`src/rtl/ex_mem_stage.sv`:
```
// EX/MEM pipeline register: captures ALU result, store data and control with a valid bit,
// flush, write-back forwarding into the store data, and a saturating held-cycle counter.
module ex_mem_stage #(
  parameter int DATA_W = 8,
  parameter int ADDR_W = 3,
  parameter int CNT_W  = 16
) (
  input  logic              clk,
  input  logic              rst,
  input  logic              enb,
  input  logic              flush,
  input  logic              Ivalid,
  input  logic [DATA_W-1:0] IaluResult,
  input  logic [DATA_W-1:0] Ir2,
  input  logic [ADDR_W-1:0] Idest,
  input  logic [ADDR_W-1:0] IR2Address,
  input  logic              IDMMemWrite,
  input  logic              IregWrite,
  input  logic              IregWriteDataSel,
  input  logic              wb_regWrite,
  input  logic [ADDR_W-1:0] wb_dest,
  input  logic [DATA_W-1:0] wb_data,
  input  logic              cnt_clr,
  output logic              Ovalid,
  output logic [DATA_W-1:0] OaluResult,
  output logic [DATA_W-1:0] Or2,
  output logic [ADDR_W-1:0] Odest,
  output logic [ADDR_W-1:0] OR2Address,
  output logic              ODMMemWrite,
  output logic              OregWrite,
  output logic              OregWriteDataSel,
  output logic [CNT_W-1:0]  stall_count
);

  logic              r_valid_p1;
  logic [DATA_W-1:0] r_alu_p1;
  logic [DATA_W-1:0] r_r2_p1;
  logic [ADDR_W-1:0] r_dest_p1;
  logic [ADDR_W-1:0] r_r2addr_p1;
  logic              r_memwr_p1;
  logic              r_regwr_p1;
  logic              r_wdsel_p1;
  logic [CNT_W-1:0]  r_cnt;

  logic w_fwd_capture;
  logic w_patch_hold;
  logic w_held_valid;

  function automatic logic [CNT_W-1:0] sat_inc(input logic [CNT_W-1:0] v);
    return (&v) ? v : v + {{(CNT_W-1){1'b0}}, 1'b1};
  endfunction

  assign w_fwd_capture = wb_regWrite && (wb_dest == IR2Address);
  assign w_patch_hold  = wb_regWrite && (wb_dest == r_r2addr_p1) && r_valid_p1;
  assign w_held_valid  = !enb && !flush && r_valid_p1;

  // Stage register: flush > load > hold (with store-data patching while held)
  always_ff @(posedge clk or negedge rst) begin
    if (!rst) begin
      r_valid_p1  <= 1'b0;
      r_alu_p1    <= '0;
      r_r2_p1     <= '0;
      r_dest_p1   <= '0;
      r_r2addr_p1 <= '0;
      r_memwr_p1  <= 1'b0;
      r_regwr_p1  <= 1'b0;
      r_wdsel_p1  <= 1'b0;
    end else if (flush) begin
      r_valid_p1  <= 1'b0;
      r_alu_p1    <= '0;
      r_r2_p1     <= '0;
      r_dest_p1   <= '0;
      r_r2addr_p1 <= '0;
      r_memwr_p1  <= 1'b0;
      r_regwr_p1  <= 1'b0;
      r_wdsel_p1  <= 1'b0;
    end else if (enb) begin
      r_valid_p1  <= Ivalid;
      r_alu_p1    <= IaluResult;
      r_r2_p1     <= w_fwd_capture ? wb_data : Ir2;
      r_dest_p1   <= Idest;
      r_r2addr_p1 <= IR2Address;
      r_memwr_p1  <= Ivalid & IDMMemWrite;
      r_regwr_p1  <= Ivalid & IregWrite;
      r_wdsel_p1  <= Ivalid & IregWriteDataSel;
    end else if (w_patch_hold) begin
      r_r2_p1 <= wb_data;
    end
  end

  always_ff @(posedge clk or negedge rst) begin
    if (!rst)              r_cnt <= '0;
    else if (cnt_clr)      r_cnt <= '0;
    else if (w_held_valid) r_cnt <= sat_inc(r_cnt);
  end

  assign Ovalid           = r_valid_p1;
  assign OaluResult       = r_alu_p1;
  assign Or2              = r_r2_p1;
  assign Odest            = r_dest_p1;
  assign OR2Address       = r_r2addr_p1;
  assign ODMMemWrite      = r_memwr_p1;
  assign OregWrite        = r_regwr_p1;
  assign OregWriteDataSel = r_wdsel_p1;
  assign stall_count      = r_cnt;

endmodule

```
`config.mk`:
```
export PLATFORM = sky130hd
export DESIGN_NAME = ex_mem_stage
export DESIGN_NICKNAME = d
export VERILOG_FILES = /design/src/rtl/ex_mem_stage.sv
export SDC_FILE = /design/constraint.sdc
export NUM_CORES = 1
export LEC_CHECK = 0
export ABC_AREA = 1
export ABC_CLOCK_PERIOD_IN_PS = 4000
export BUFFER_PORTS_ARGS = -buffer_cell sky130_fd_sc_hd__buf_2
export CAP_MARGIN = 20
export CORE_MARGIN = 1.5
export CORE_UTILIZATION = 41
export CTS_CLUSTER_DIAMETER = 40
export DETAILED_ROUTE_END_ITERATION = 10
export PLACE_DENSITY = 0.69
export SETUP_SLACK_MARGIN = 0.3
export SLEW_MARGIN = 30
export SYNTH_ARGS = -nofsm -noshare
export SYNTH_HDL_FRONTEND = slang
export SYNTH_SLANG_ARGS = --single-unit
```
`constraint.sdc`:
```
create_clock -name clk -period 4 [get_ports clk]
set_input_delay 0.4 -clock clk [delete_from_list [all_inputs] [get_ports clk]]
set_output_delay 0.4 -clock clk [all_outputs]
set_load 0.03 [all_outputs]
```
# After elaboration in Yosys (flattened, before gate mapping)
# Cells that the tools add are included.
# W data, S select, Z words.
# word_totals
register_bits	42
inputBits	43
out_inout_bits	42
# op_classes
add_sub_neg	1
n_eq_ne	3
mux	21
bitwise_logic	3
reduce_logical	12
# op_table
cell	n
$mux W16	3
$mux W8	6
$add A16 B1 Y16 const B	1
$reduce_and A16 Y1	1
$mux W3	4
$mux W1	8
$eq A3 B3 Y1	2
$logic_and A1 B1 Y1	5
$reduce_bool A2 Y1	2
$and A1 B1 Y1	3
$reduce_bool A3 Y1	1
$logic_not A1 Y1	2
$ne A2 B2 Y1 const B	1
$reduce_and A2 Y1	1

# Logic depth before layout (Yosys ltp)
# depth
depth_word	6
ltp_mapped	10
ltp_nobuf	10

# Least setup slack after synthesis
# No wires, ideal clock.
# synth_timing
path_kind	flip-flop to flip-flop
start	register r_cnt[1] (netlist: stall_count[1])
end	register r_cnt[13] (netlist: stall_count[13])
setup_ps	118
arrival_ps	1567
t_required_ps	3882
slack_ps	2315
stages_incl_launch_ff	10
path_buffers	1
synth_period_minus_slack_ps	1685
cell_sequence	dfrtp_1 > ha_1 > inv_1 > nor2_2 > nand2_2 > nor2_4 > nor2_1 > buf_4 > nand4_1 > nand2_1
# synth_via
elab_chain_len	4
# synth_lines
item	line_no	text
start: declaration	43	logic [CNT_W-1:0] r_cnt;
start signal: assignment	94	else if (w_held_valid) r_cnt <= sat_inc(r_cnt);
$add A16 B1 Y16	50	return (&v) ? v : v + {{(CNT_W-1){1'b0}}, 1'b1};
$mux W16	50	
$mux W16	94	
$mux W16	93	else if (cnt_clr) r_cnt <= '0;
# Parallel ways exist; a longest one is shown, timed or not. The select of a mux whose other input is x is not followed.
# A chain may end at the register's enable or synchronous reset.

# Worst setup path after layout
# layout_timing
start	register r_cnt[0] (netlist: stall_count[0])
end	register r_cnt[10] (netlist: stall_count[10])
# Same word-level chain as after synthesis.

==> results.md <==
* Multi-input logic area at 1060 um^2
* Antenna violations before repair at 0
* Critical path arrival at 2.23 ns
* Peak supply drop at 0.198 mV
* Yosys Warn Count at 0
* First drt pass iteration count at 4
* Final hold viol count at 0
* Max cap viols at 0
* #FFs+latches synth at 42
* Utilization after layout at 0.540
* Die height at 77.1 um
* Status: completed
* Buf/Inv on CP at 1
* Total clock sinks at 42
* Largest net degree at the start of global routing at 43
* Logic pwr share at 0.153
* Initial core utilization at 0.432
* Num CTS Buffers at 5
* Nature of the critical path startpoint: flip-flop
* FF/Latch Area at 1050 um^2
* Share of total power in the clock network at 0.333
* Slew Limit Fails at 0
* Cell Pwr Density at 311 nW/um^2
* Resized Gates After CTS at 0
* Slew Limit Headroom at 0.445
* Most common cell after layout, fill and taps aside: nand2_1
* Die Span X at 77.1 um
* PortBufs at 84
* # diodes at 0
* CP Capture Type: flip-flop
* GRT overflow at 0
* RePlAce Congestion at 0.857
* First-pass GRT wire length at 9.32 mm
* Vias in the first global route at 2090
* Top Ports at 85
* Crit-path max FO at 12
* Filler instances at 521
* Final setup viols at 0
* Post-DR wirelength/cell at 12.3 um
* Sw Ratio at 0.302
* Std-Cell Rows at 26
* Max stage delay on crit path at 0.63 ns
* Post-route ant nets at 0
* Slew @ Worst Pin at 0.829 ns
* Clock Latency Late Sink at 0.30 ns
* CTS tree: built
* CP required at 4.24 ns
* Seq/Total Area, Yosys at 0.467
* Vias per cell at 4.95
* Highest Clock Rate at 503 MHz
* P_sw at 0.263 mW
* HP Class: input pin to async pin
* Worst path top cell family by delay: simple AND/OR/NAND/NOR gates
* Hold-fix buffers at CTS at 0
* Fin Hold WS at 0.0657 ns
* DP Wirelength at 3.99 mm
* Area Growth Syn to Fin at 24.8%
* LEAKAGE at 1.57 nW
* Via count at 2212
* Drt total wl at 5.50 mm
* CTS clk-pin slew, worst paths at 0.09 ns
* DP Worst Slack at 1.83 ns
* RSZ-0062 raised after global routing: false
* Postcts setup bufs at 0
* CTS max path bufs at 2
* Core Footprint at 5200 um^2
* Post-synthesis cell count at 292
* CTS H-tree depth at 2
* Setup TNS at 0 ns
* Number of remaining DRC errors at 0
* Post-Syn Nets at 336
* Final-stage net count at 420
* Flop pwr share at 0.514
* Setup Crit Path Kind: flip-flop to flip-flop
* Most frequent cells in the layout: nand2_1 (113), buf_2 (83), dfrtp_1 (42), nor2_1 (27), nand3_1 (26)
* Slowest CP cell: nor2_1
* Die area at 5940 um^2
* Pint at 0.610 mW
* Cell Area, Synth at 2250 um^2
* Final Worst Setup Slack at 2.01 ns
* Syn_area_per_cell at 7.71 um^2
* Gr usage total at 0.194
* Clock skew at 0.00911 ns
* Fin crit period at 1.99 ns
* Initial DRC count at 134
* Period utilization at 0.497
* Clk root buf: clkbuf_8
* Yosys cell types at 26
* Layout cell share with drive strength beyond 1 at 0.279
* Crit-path cells: ha_1 > inv_1 > nor2_2 > nand2_2 > nor2_4 > nor2_1 > nand4_1 > nand2_1
-- final cells by class --
cell class                      count  share of cell area
Clock buffer                        5              0.0245
Clock inverter                      3             0.00891
Inverter                           25              0.0347
Multi-Input combinational cell    218               0.376
Sequential cell                    42               0.374
Tap cell                           70              0.0312
Timing Repair Buffer               84               0.151
-- synthesized netlist by cell type --
cell type | number | share of area
or2_2 | 1 | 0.0028
nand2_2 | 3 | 0.0083
inv_1 | 22 | 0.037
xor2_1 | 5 | 0.019
clkinv_2 | 1 | 0.0022
a21oi_2 | 1 | 0.0039
o21ai_0 | 4 | 0.0089
nor2_4 | 1 | 0.0050
a22o_1 | 11 | 0.043
nor2_2 | 3 | 0.0083
nand2_1 | 113 | 0.19
buf_2 | 1 | 0.0022
o21bai_1 | 4 | 0.013
a32o_1 | 3 | 0.013
buf_6 | 2 | 0.010
buf_4 | 1 | 0.0033
o21ai_4 | 1 | 0.0072
dfrtp_1 | 42 | 0.47
o22ai_1 | 1 | 0.0028
inv_2 | 1 | 0.0017
nand4_1 | 13 | 0.036
nor2_1 | 27 | 0.045
ha_1 | 1 | 0.0056
clkbuf_1 | 3 | 0.0050
inv_4 | 1 | 0.0028
nand3_1 | 26 | 0.058
-- worst paths after layout --
kind | from | to | slack (ns) | depth (start not counted)
max reg2reg | stall_count[0] | stall_count[10] | 2.01 | 8
max in group asynchronous | rst | stall_count[2] | 3.57 | 1
min reg2reg | OregWrite | OregWrite | 0.49 | 1
max | stall_count[0] | stall_count[10] | 2.01 | 8
min | rst | stall_count[15] | 0.07 | 1
min in group clk | IaluResult[6] | OaluResult[6] | 0.32 | 2
-- registers in the layout, summed over array words and instances (netlist names) --
| register | flops |
|---|---|
| ODMMemWrite | 1 |
| Odest | 3 |
| OaluResult | 8 |
| stall_count | 16 |
| Ovalid | 1 |
| Or2 | 8 |
| OregWriteDataSel | 1 |
| OR2Address | 3 |
| OregWrite | 1 |
-- per-layer routing --
layer / up-vias / wire length, um / GRT usage
li1: 1115 / - / -
met1: 1005 / 2530 / 0.258
met2: 82 / 2530 / 0.319
met3: 10 / 373 / 0.0429
met4: 0 / 70 / 0.0564
met5: - / 0 / 0
-- metrics by stage --
stage / cell area (um^2) / cells / total power, mW
3_5_place_dp: 2710 / 439 / 0.592
5_1_grt: 2810 / 447 / 0.911
6_report: 2810 / 447 / 0.873
2_1_floorplan: 2250 / 292 / 0.537
4_1_cts: 2810 / 447 / 0.883
3_3_place_gp: 2710 / 439 / 0.591
-- cell families after synthesis --
| kind of cell | share of synthesized area |
|---|---|
| buffers and inverters | 0.0639 |
| xor gates and xnor gates | 0.0195 |
| adders and majority gates | 0.00556 |
| DFF | 0.467 |
| AOI/OAI and AO/OA | 0.0923 |
| and+or+nand+nor | 0.352 |
-- worst reg2reg max path, cell delays in order, from the launching register on --
cell and delay (ns):
dfrtp_1 0.42, ha_1 0.27, inv_1 0.10, nor2_2 0.05
nand2_2 0.10, nor2_4 0.06, nor2_1 0.63, nand4_1 0.18
nand2_1 0.12
-- power groups by stage --
| stage | logic (mW) | registers (mW) | clock network [mW] |
|---|---|---|---|
| 6_report | 0.133 | 0.449 | 0.291 |
| 3_3_place_gp | 0.134 | 0.457 | 0 |
| 3_5_place_dp | 0.135 | 0.457 | 0 |
| 4_1_cts | 0.135 | 0.449 | 0.299 |
| 5_1_grt | 0.148 | 0.451 | 0.312 |
| 2_1_floorplan | 0.0491 | 0.487 | 0 |
Power figures use the tool's default switching activity.
